File: config.mk
export PLATFORM = sky130hd
export DESIGN_NAME = sram_arbiter
export DESIGN_NICKNAME = d
export VERILOG_FILES = /design/src/rtl/sram_arbiter.sv
export SDC_FILE = /design/constraint.sdc
export NUM_CORES = 1
export LEC_CHECK = 0
export CORE_MARGIN = 3
export CORE_UTILIZATION = 45
export DETAILED_ROUTE_END_ITERATION = 7
export PLACE_DENSITY = 0.86
export SYNTH_ARGS = -nofsm -noshare
export SYNTH_HDL_FRONTEND = slang
export SYNTH_SLANG_ARGS = --single-unit
export TNS_END_PERCENT = 50
File: constraint.sdc
create_clock -name clk -period 6.37 [get_ports clk]
set_input_delay 0.9555 -clock clk [delete_from_list [all_inputs] [get_ports clk]]
set_output_delay 0.9555 -clock clk [all_outputs]
set_load 0.02 [all_outputs]
File: src/rtl/sram_arbiter.sv
// sram_arbiter: shares one external asynchronous SRAM between a host port and
// an aux port. The host has fixed priority, and a deferral counter forces an aux
// grant after AUX_MAX_DEFER host grants while aux is waiting. Every SRAM pin is
// driven straight from a register.
module sram_arbiter #(
    parameter int unsigned ADDR_W        = 18,
    parameter int unsigned DATA_W        = 16,
    parameter int unsigned READ_WAIT     = 2,
    parameter int unsigned WRITE_WAIT    = 2,
    parameter int unsigned AUX_MAX_DEFER = 4
) (
    input  logic              clk,
    input  logic              reset,
    // host port
    input  logic              host_req,
    input  logic              host_we,
    input  logic [ADDR_W-1:0] host_addr,
    input  logic [DATA_W-1:0] host_wdata,
    output logic              host_ack,
    output logic [DATA_W-1:0] host_rdata,
    // aux port
    input  logic              aux_req,
    input  logic              aux_we,
    input  logic [ADDR_W-1:0] aux_addr,
    input  logic [DATA_W-1:0] aux_wdata,
    output logic              aux_ack,
    output logic [DATA_W-1:0] aux_rdata,
    // SRAM pins
    output logic [ADDR_W-1:0] sram_addr,
    output logic [DATA_W-1:0] sram_dout,
    output logic              sram_dout_en,
    input  logic [DATA_W-1:0] sram_din,
    output logic              ram_cs_n,
    output logic              ram_oe_n,
    output logic              ram_we_n,
    // status
    output logic              owner_aux,
    output logic              busy
);

    localparam int unsigned WAIT_MAX = (READ_WAIT > WRITE_WAIT) ? READ_WAIT : WRITE_WAIT;
    localparam int unsigned CNT_W    = (WAIT_MAX > 1) ? $clog2(WAIT_MAX) : 1;
    localparam int unsigned DEF_W    = (AUX_MAX_DEFER > 0) ? $clog2(AUX_MAX_DEFER + 1) : 1;

    localparam logic [CNT_W-1:0] RD_LOAD = CNT_W'(READ_WAIT - 1);
    localparam logic [CNT_W-1:0] WR_LOAD = CNT_W'(WRITE_WAIT - 1);
    localparam logic [DEF_W-1:0] DEF_MAX = DEF_W'(AUX_MAX_DEFER);

    typedef enum logic [2:0] {
        IDLE,
        RD,
        WR_SETUP,
        WR_PULSE,
        WR_HOLD,
        ACK
    } state_t;

    state_t            state_q, state_d;
    logic [CNT_W-1:0]  cnt_q, cnt_d;
    logic [DEF_W-1:0]  defer_q, defer_d;
    logic              owner_q, owner_d;
    logic [ADDR_W-1:0] addr_q, addr_d;
    logic [DATA_W-1:0] dout_q, dout_d;
    logic              dout_en_q, dout_en_d;
    logic              cs_n_q, cs_n_d;
    logic              oe_n_q, oe_n_d;
    logic              we_n_q, we_n_d;
    logic              host_ack_q, host_ack_d;
    logic              aux_ack_q, aux_ack_d;
    logic [DATA_W-1:0] host_rdata_q, host_rdata_d;
    logic [DATA_W-1:0] aux_rdata_q, aux_rdata_d;

    // Arbitration outcome for the current IDLE cycle
    logic              pick_aux;
    logic              sel_we;
    logic [ADDR_W-1:0] sel_addr;
    logic [DATA_W-1:0] sel_wdata;

    // Select the winning requester: host unless aux has been deferred to the limit
    always_comb begin
        pick_aux  = aux_req && (!host_req || (defer_q == DEF_MAX));
        sel_we    = pick_aux ? aux_we    : host_we;
        sel_addr  = pick_aux ? aux_addr  : host_addr;
        sel_wdata = pick_aux ? aux_wdata : host_wdata;
    end

    // Next-state and registered-output logic of the SRAM cycle sequencer
    always_comb begin
        state_d      = state_q;
        cnt_d        = cnt_q;
        defer_d      = defer_q;
        owner_d      = owner_q;
        addr_d       = addr_q;
        dout_d       = dout_q;
        dout_en_d    = dout_en_q;
        cs_n_d       = cs_n_q;
        oe_n_d       = oe_n_q;
        we_n_d       = we_n_q;
        host_ack_d   = 1'b0;
        aux_ack_d    = 1'b0;
        host_rdata_d = host_rdata_q;
        aux_rdata_d  = aux_rdata_q;

        unique case (state_q)
            IDLE: begin
                cs_n_d    = 1'b1;
                oe_n_d    = 1'b1;
                we_n_d    = 1'b1;
                dout_en_d = 1'b0;
                if (!aux_req) begin
                    defer_d = '0;
                end
                if (host_req || aux_req) begin
                    owner_d = pick_aux;
                    addr_d  = sel_addr;
                    cs_n_d  = 1'b0;
                    if (pick_aux) begin
                        defer_d = '0;
                    end else if (aux_req && (defer_q != DEF_MAX)) begin
                        defer_d = defer_q + 1'b1;
                    end
                    if (sel_we) begin
                        dout_d    = sel_wdata;
                        dout_en_d = 1'b1;
                        state_d   = WR_SETUP;
                    end else begin
                        oe_n_d  = 1'b0;
                        cnt_d   = RD_LOAD;
                        state_d = RD;
                    end
                end
            end
            RD: begin
                if (cnt_q == '0) begin
                    if (owner_q) begin
                        aux_rdata_d = sram_din;
                        aux_ack_d   = 1'b1;
                    end else begin
                        host_rdata_d = sram_din;
                        host_ack_d   = 1'b1;
                    end
                    cs_n_d  = 1'b1;
                    oe_n_d  = 1'b1;
                    state_d = ACK;
                end else begin
                    cnt_d = cnt_q - 1'b1;
                end
            end
            WR_SETUP: begin
                we_n_d  = 1'b0;
                cnt_d   = WR_LOAD;
                state_d = WR_PULSE;
            end
            WR_PULSE: begin
                if (cnt_q == '0) begin
                    we_n_d  = 1'b1;
                    state_d = WR_HOLD;
                end else begin
                    cnt_d = cnt_q - 1'b1;
                end
            end
            WR_HOLD: begin
                if (owner_q) begin
                    aux_ack_d = 1'b1;
                end else begin
                    host_ack_d = 1'b1;
                end
                cs_n_d    = 1'b1;
                dout_en_d = 1'b0;
                state_d   = ACK;
            end
            ACK: begin
                state_d = IDLE;
            end
            default: begin
                state_d = IDLE;
            end
        endcase
    end

    // State and pin registers; async reset releases the bus immediately
    always_ff @(posedge clk or posedge reset) begin
        if (reset) begin
            state_q      <= IDLE;
            cnt_q        <= '0;
            defer_q      <= '0;
            owner_q      <= 1'b0;
            addr_q       <= '0;
            dout_q       <= '0;
            dout_en_q    <= 1'b0;
            cs_n_q       <= 1'b1;
            oe_n_q       <= 1'b1;
            we_n_q       <= 1'b1;
            host_ack_q   <= 1'b0;
            aux_ack_q    <= 1'b0;
            host_rdata_q <= '0;
            aux_rdata_q  <= '0;
        end else begin
            state_q      <= state_d;
            cnt_q        <= cnt_d;
            defer_q      <= defer_d;
            owner_q      <= owner_d;
            addr_q       <= addr_d;
            dout_q       <= dout_d;
            dout_en_q    <= dout_en_d;
            cs_n_q       <= cs_n_d;
            oe_n_q       <= oe_n_d;
            we_n_q       <= we_n_d;
            host_ack_q   <= host_ack_d;
            aux_ack_q    <= aux_ack_d;
            host_rdata_q <= host_rdata_d;
            aux_rdata_q  <= aux_rdata_d;
        end
    end

    assign sram_addr    = addr_q;
    assign sram_dout    = dout_q;
    assign sram_dout_en = dout_en_q;
    assign ram_cs_n     = cs_n_q;
    assign ram_oe_n     = oe_n_q;
    assign ram_we_n     = we_n_q;
    assign host_ack     = host_ack_q;
    assign aux_ack      = aux_ack_q;
    assign host_rdata   = host_rdata_q;
    assign aux_rdata    = aux_rdata_q;
    assign owner_aux    = owner_q;
    assign busy         = (state_q != IDLE);

endmodule

Word level (Yosys, flattened, before mapping):

Index checks and enable logic that the tools add are counted.

* bits in latches: 0
* input port bits: 90
* memory bits (writable): 0
* logic and storage cells: 81
* flip-flop bits (word level): 80
* memory bits (read-only): 0
* output and inout port bits: 74
* memories: 0

* multipliers: 0
* magnitude comparators: 0
* eq/ne operators: 10
* divide/modulo/power cells: 0
* reduce and logical (&&, ||, !) cells: 22
* muxes and demuxes: 31
* shifts and indexed selects: 0
* add/subtract/negate cells: 2
* bitwise logic cells: 2

Operator list (number)
* $mux W3: 7
* $mux W18: 1
* $mux W16: 1
* $pmux W3 S5: 1
* $reduce_and A3 Y1: 5
* $mux W1: 13
* $reduce_bool A3 Y1: 4
* $pmux W1 S3: 3
* $ne A2 B2 Y1 const B: 4
* $pmux W1 S2: 4
* $reduce_and A2 Y1: 4
* $eq A3 B2 Y1 const B: 2
* $eq A3 B3 Y1 const B: 2
* $reduce_bool A2 Y1: 2
* $add A3 B1 Y3 const B: 1
* $eq A3 B1 Y1 const B: 1
* $logic_not A3 Y1: 1
* $ne A3 B3 Y1 const B: 1
* $logic_and A1 B1 Y1: 2
* $logic_or A1 B1 Y1: 2
* $mux W2: 1
* $not A1 Y1: 2
* $reduce_or A2 Y1: 1
* $logic_not A1 Y1: 1
* $sub A1 B1 Y1 const B: 1

Logic depth before layout (Yosys ltp):

Gate-level depths: netlist (run 1).

* depth in word-level cells: 7
* mapped depth: 8
* gate-level depth less buffers: 6

Worst setup path after synthesis (run 1):

OpenSTA, ideal clock, no wires.

* path kind: input to register
* start point: input port host_req
* end point: register dout_q[9], in the netlist sram_dout[9]
* buffers on the path: 2
* slack: 4413 ps
* data required time: 6229 ps
* library setup time: 141 ps
* arrival time: 1816 ps
* stages on the path: 6
* cells stage by stage: a21boi_2 nand2b_1 buf_6 buf_12 mux2i_1 a31oi_1

* cells in the longest elaborated chain, start to end: 5

Ends and longest elaborated chain
* start, declared: line 15 `input logic host_req,`
* $logic_not A1 Y1: line 81 `pick_aux = aux_req && (!host_req || (defer_q == DEF_MAX));`
* $logic_or A1 B1 Y1: line 81
* $logic_and A1 B1 Y1: line 81
* $mux W1: line 82 `sel_we = pick_aux ? aux_we : host_we;`
* $reduce_and A3 Y1 (no line)
* end signal, assigned: line 204 `dout_q <= dout_d;`
* end, declared: line 63 `logic [DATA_W-1:0] dout_q, dout_d;`

Parallel ways exist; a longest one is shown, timed or not.
A chain may end at the register's enable or synchronous reset.

Worst setup path in the final report (run 1):

* start point: register state_q[1]
* end point: output port busy

* cells in the longest elaborated chain, start to end: 1

Ends and longest elaborated chain
* start, declared: line 58 `state_t state_q, state_d;`
* start signal, assigned: line 199 `state_q <= state_d;`
* $reduce_bool A3 Y1: line 227 `assign busy = (state_q != IDLE);`
* end, declared: line 38 `output logic busy`

Every way passes these cells.

==> qor.txt, run 1 <==
Post-synth ARST share: 1.00
Mapped Avg Cell Area: 12.4 µm²
post-route setup slack: 3250 ps
number of setup violations in the final report: 0
pwr dens: 499 mW/mm²
TritonCTS Buffers: 9
P&R area growth vs syn: 50.8%
wire length after detailed routing: 8740 µm
Clock Tree Buf Depth: 2
clk_lat worst skew: 340 ps
Vias/cell: 5.12
worst vdd ir: 0.000247 V
max-cap viol count: 0
worst path required time: 5410 ps
arrival time worst endpoint: 2160 ps
synth warn: 0
Post-synth EDFFs: 0
Crit. End Element: output port
hold_buf cts: 0
largest net degree at the start of global routing: 81
Post-DP HPWL: 6440 µm
I/O Pins: 164
drt wl/cell: 15.6 µm
RSZ-0062 raised after global routing: false
placed instance count: 545
reg2reg path depth: 6
GP Congestion: 0.813
nets: 546
Non-Filler Instances: 561
Core Rows: 32
drt pass-1 iters: 4
die span in y: 95.9 µm
post-CTS sizing: 0
Mapped Cells: 294
via count: 2874
post-layout instance area: 0.00549 mm²
share of layout cells above drive strength 1: 0.150
total core area: 0.00781 mm²
slew at the pin closest to its max-slew limit: 1170 ps
critical path launch point: state_q[1]
CTS root buffer: clkbuf_8
Final Cycle Share: 0.489
maximum clock rate: 321 MHz
first-pass GRT wire length: 13300 µm
CP startpoint kind: flip-flop
Synth area leaders: dfrtp_1, mux2i_1, mux2_2, a21oi_1, mux2_4
Worst Setup EP: busy
initial antenna violation count: 0
LEAKAGE: 2.39 nW
gr ovfl total: 0
Netlist cell types: 39
Final Critical Period: 3120 ps
setup bufs post-CTS: 0
Final Max Slew Viols: 0
post-synth top area share: 0.530
Hold Crit Class: reg2reg
Die W: 95.9 µm
final hold vios: 0
diodes inserted: 0
Detail Route Antenna Nets: 0
CTS HTree Levels: 3
clock sinks: 80
Die Footprint: 0.00920 mm²
Port Buf Inserts: 163
critical path class: reg2out
area leader, netlist: dfrtp_1
CTS tree: built
relative slew slack: 0.223
Seq/Total Area, Yosys: 0.551
most frequent cells in the layout: clkdlybuf4s50_1, dfrtp_1, a21oi_1
reg2reg start: defer_q[0]
#FFs+latches synth: 80
Main synth FF type: dfrtp_1
Initial Util: 0.466
worst slack at placement: 2920 ps
drt initial violations: 68
final setup TNS: 0 ps
worst-path maximum fanout: 37
Tot GR Track Use: 0.187
run status: completed
placed inst area: 0.00528 mm²
Clock Skews: 11.8 ps
layout filler cell count: 606
r2r setup slk: 3800 ps
DRC errors left: 0
clock slew at reported path FFs: 80 ps
vias in the first global route: 2835
syn_nets: 386
worst r2r dst: state_q[0]
Overall Power: 2.74 mW
commonest non-fill, non-tap cell in the layout: clkdlybuf4s50_1
synthesized area: 0.00364 mm²
-- cell usage after synthesis (2+ instances only) --
| master | n |
|---|---|
| nor2_1 | 22 |
| buf_8 | 3 |
| a31oi_1 | 16 |
| mux2i_1 | 36 |
| a21oi_1 | 39 |
| o21ai_0 | 5 |
| buf_4 | 2 |
| ha_1 | 2 |
| mux2_4 | 10 |
| a211oi_1 | 3 |
| dfstp_2 | 3 |
| buf_2 | 4 |
| nand2b_1 | 3 |
| inv_1 | 8 |
| mux2_2 | 22 |
| buf_6 | 3 |
| clkbuf_1 | 6 |
| dfrtp_1 | 77 |
| nand2_1 | 10 |
-- cell families (layout without fill, tap and decap cells) --
| kind of cell | Yosys count | in the layout | share of synthesized area |
|---|---|---|---|
| buf+inv | 28 | 193 | 0.0523 |
| compound gates | 73 | 73 | 0.120 |
| flops | 80 | 80 | 0.551 |
| fa+ha+maj | 2 | 2 | 0.00688 |
| mux | 68 | 68 | 0.208 |
| simple gates | 43 | 43 | 0.0616 |
-- power breakdown --
group	switching, mW	total (mW)	internal (mW)	leakage [nW]
Sequential	0.169	0.932	0.764	0.924
Clock	0.186	0.379	0.193	0.0989
Combinational	0.695	1.43	0.734	1.37
Total	1.05	2.74	1.69	2.39
-- state kept, by name, indices dropped and copies added, names as in the netlist --
name and flops:
state_q 3, sram_dout_en 1, ram_we_n 1, sram_dout 16
aux_ack 1, defer_q 3, owner_aux 1, host_rdata 16
sram_addr 18, cnt_q 1, ram_oe_n 1, aux_rdata 16
ram_cs_n 1, host_ack 1
-- how the worst min path moves through the flow --
stage	to	cells past startpoint	slack [ps]	startpoint
6_report	aux_rdata[11]	1	510	aux_rdata[11]
4_1_cts	aux_rdata[11]	1	510	aux_rdata[11]
3_3_place_gp	aux_rdata[12]	1	490	aux_rdata[12]
3_5_place_dp	aux_rdata[15]	1	490	aux_rdata[15]
2_1_floorplan	defer_q[0]	1	470	defer_q[0]
5_1_grt	aux_rdata[11]	1	520	aux_rdata[11]
-- area by class of cell --
class | instances | area (µm²) | share of cell area
Tap cell | 102 | 128 | 0.0233
Clock inverter | 6 | 67.6 | 0.0123
Sequential cell | 80 | 2010 | 0.365
Timing Repair Buffer | 168 | 1670 | 0.304
Clock buffer | 10 | 138 | 0.0251
Multi-Input combinational cell | 186 | 1450 | 0.263
Inverter | 9 | 35.0 | 0.00638
-- layer usage --
metal,up-vias,global-route usage,part of all wire
li1,1374,-,-
met1,1376,0.217,0.39
met2,114,0.321,0.50
met3,10,0.0688,0.099
met4,0,0.0592,0.0095
met5,-,0,0
-- critical path: stages (launching register included) --
cell and delay, ps:
dfrtp_1 540, nor3_4 230, buf_4 360, inv_2 130, clkdlybuf4s50_1 560
-- through the flow --
stage	util	hold slack (ps)
floorplan	-	471
global placement	0.677	486
detailed placement	0.677	493
CTS	0.703	513
global route	0.703	520
finish	0.703	509
No activity file was read; power rests on OpenSTA's default activity.
==> inputs of run 2 (changes only) <==
--- a/config.mk
+++ b/config.mk
@@ -6,9 +6,9 @@
 export NUM_CORES = 1
 export LEC_CHECK = 0
 export CORE_MARGIN = 3
-export CORE_UTILIZATION = 45
+export CORE_UTILIZATION = 42
 export DETAILED_ROUTE_END_ITERATION = 7
-export PLACE_DENSITY = 0.86
+export PLACE_DENSITY = 0.81
 export SYNTH_ARGS = -nofsm -noshare
 export SYNTH_HDL_FRONTEND = slang
 export SYNTH_SLANG_ARGS = --single-unit
==> constraint.sdc (replaced) <==
create_clock -name clk -period 3 [get_ports clk]
set_input_delay 0.45 -clock clk [delete_from_list [all_inputs] [get_ports clk]]
set_output_delay 0.45 -clock clk [all_outputs]
set_load 0.02 [all_outputs]
==> qor.txt, run 2 (synthesized netlist as in run 1, its figures left out) <==
run status: completed (unchanged)
placed instance count: 550 (was 545)
clk_lat worst skew: 340 ps (about the same)
critical path class: reg2out (unchanged)
initial antenna violation count: 0 (unchanged)
clock slew at reported path FFs: 90 ps (was 80 ps)
Initial Util: 0.438 (was 0.466)
commonest non-fill, non-tap cell in the layout: clkdlybuf4s50_1 (unchanged)
Die Footprint: 0.00982 mm² (was 0.00920 mm²)
worst path required time: 2550 ps (was 5410 ps)
Vias/cell: 5.17 (was 5.12)
worst vdd ir: 0.000511 V (was 0.000247 V)
drt initial violations: 92 (was 68)
Final Cycle Share: 0.760
Clock Skews: 11.3 ps (was 11.8 ps)
drt pass-1 iters: 4 (unchanged)
most frequent cells in the layout: clkdlybuf4s50_1, dfrtp_1, a21oi_1 (unchanged)
share of layout cells above drive strength 1: 0.154 (was 0.150)
Post-DP HPWL: 6700 µm (was 6440 µm)
Final Critical Period: 2280 ps
slew at the pin closest to its max-slew limit: 644 ps (was 1170 ps)
met2 GRT Util: 0.308 (was 0.321)
P_sw: 2.26 mW (was 1.05 mW)
DRC errors left: 0 (unchanged)
maximum clock rate: 439 MHz
hold_buf cts: 0 (unchanged)
CTS HTree Levels: 3 (unchanged)
CP startpoint kind: flip-flop (unchanged)
P&R area growth vs syn: 51.6% (was 50.8%)
CTS root buffer: clkbuf_8 (unchanged)
met1 usage: 0.236 (was 0.217)
relative slew slack: 0.570 (was 0.223)
GP Congestion: 0.780 (was 0.813)
Hold Crit Class: in2async (was reg2reg)
post-route setup slack: 720 ps (was 3250 ps)
worst-path maximum fanout: 11 (was 37)
clock network power share: 0.139 (was 0.138)
drt wl/cell: 16.0 µm (was 15.6 µm)
arrival time worst endpoint: 1830 ps (was 2160 ps)
busiest grt layer: met2 (unchanged)
met3 Usage GRT: 0.0559 (was 0.0688)
r2r setup slk: 1050 ps (was 3800 ps)
max-cap viol count: 0 (unchanged)
gr ovfl total: 0 (unchanged)
TritonCTS Buffers: 9 (unchanged)
reg2reg start: defer_q[0] (unchanged)
pwr dens: 1060 mW/mm² (was 499 mW/mm²)
final core utilization: 0.665 (was 0.703)
P_int: 3.58 mW (was 1.69 mW)
largest net degree at the start of global routing: 46 (was 81)
final setup TNS: 0 ps (unchanged)
reg2reg path depth: 7 (was 6)
post-CTS sizing: 0 (unchanged)
Core Rows: 33 (was 32)
via count: 2925 (was 2874)
Logic pwr share: 0.521 (about the same)
Tot GR Track Use: 0.185 (was 0.187)
Die W: 99.1 µm (was 95.9 µm)
wire length after detailed routing: 9030 µm (was 8740 µm)
die span in y: 99.1 µm (was 95.9 µm)
Port Buf Inserts: 163 (unchanged)
hold slack: 494 ps (was 509 ps)
sw frac: 0.387 (was 0.383)
diodes inserted: 0 (unchanged)
final hold vios: 0 (unchanged)
Crit. End Element: output port (unchanged)
Detail Route Antenna Nets: 0 (unchanged)
total core area: 0.00830 mm² (was 0.00781 mm²)
Final Max Slew Viols: 0 (unchanged)
worst slack at placement: 691 ps (was 2920 ps)
Flop pwr share: 0.340 (about the same)
RSZ-0062 raised after global routing: false (unchanged)
clock sinks: 80 (unchanged)
LEAKAGE: 2.40 nW (was 2.39 nW)
CTS tree: built (unchanged)
nets: 548 (was 546)
setup bufs post-CTS: 0 (unchanged)
Clock Tree Buf Depth: 2 (unchanged)
worst r2r dst: state_q[0] (unchanged)
I/O Pins: 164 (unchanged)
first-pass GRT wire length: 14700 µm (was 13300 µm)
Non-Filler Instances: 566 (was 561)
number of setup violations in the final report: 0 (unchanged)
vias in the first global route: 3019 (was 2835)
max reg flops: 18 (unchanged)
## run 2: metal layers
metal	share of wire	wire (µm)
met4	0.010	93
met5	0	0
met1	0.42	3750
met3	0.091	818
met2	0.48	4370
## run 2: worst max-delay path, cell delays in order (launching register included)
cell and delay (ps):
dfrtp_1 680, nor3_4 60, inv_2 130, clkdlybuf4s50_1 620
## run 2: worst max-delay path by stage
stage,to,start
floorplan,aux_ack,reset
global placement,state_q[0],host_req
detailed placement,cnt_q,host_req
CTS,busy,state_q[2]
global route,busy,state_q[2]
finish,busy,state_q[2]
## run 2: final cells by class
type,count,area (µm²)
Inverter,9,35.0
Timing Repair Buffer,170,1700
Sequential cell,80,2010
Clock buffer,9,124
Multi-Input combinational cell,186,1450
Clock inverter,7,78.8
Tap cell,105,131
Fill cell,649,2780
## run 2: through the flow
| stage | area [µm²] | total power [mW] |
|---|---|---|
| floorplan | 3640 | 3.72 |
| global placement | 5310 | 4.98 |
| detailed placement | 5310 | 5.07 |
| CTS | 5520 | 5.91 |
| global route | 5520 | 6.20 |
| finish | 5520 | 5.84 |
## run 2: power groups by stage
stage | Combinational (mW) | Sequential [mW] | Clock [mW]
final | 3.04 | 1.99 | 0.811
after global routing | 3.26 | 2.06 | 0.885
after CTS | 3.08 | 1.99 | 0.838
after detailed placement | 3.07 | 2.00 | 0
after global placement | 3.00 | 1.98 | 0
after floorplan | 1.19 | 2.53 | 0
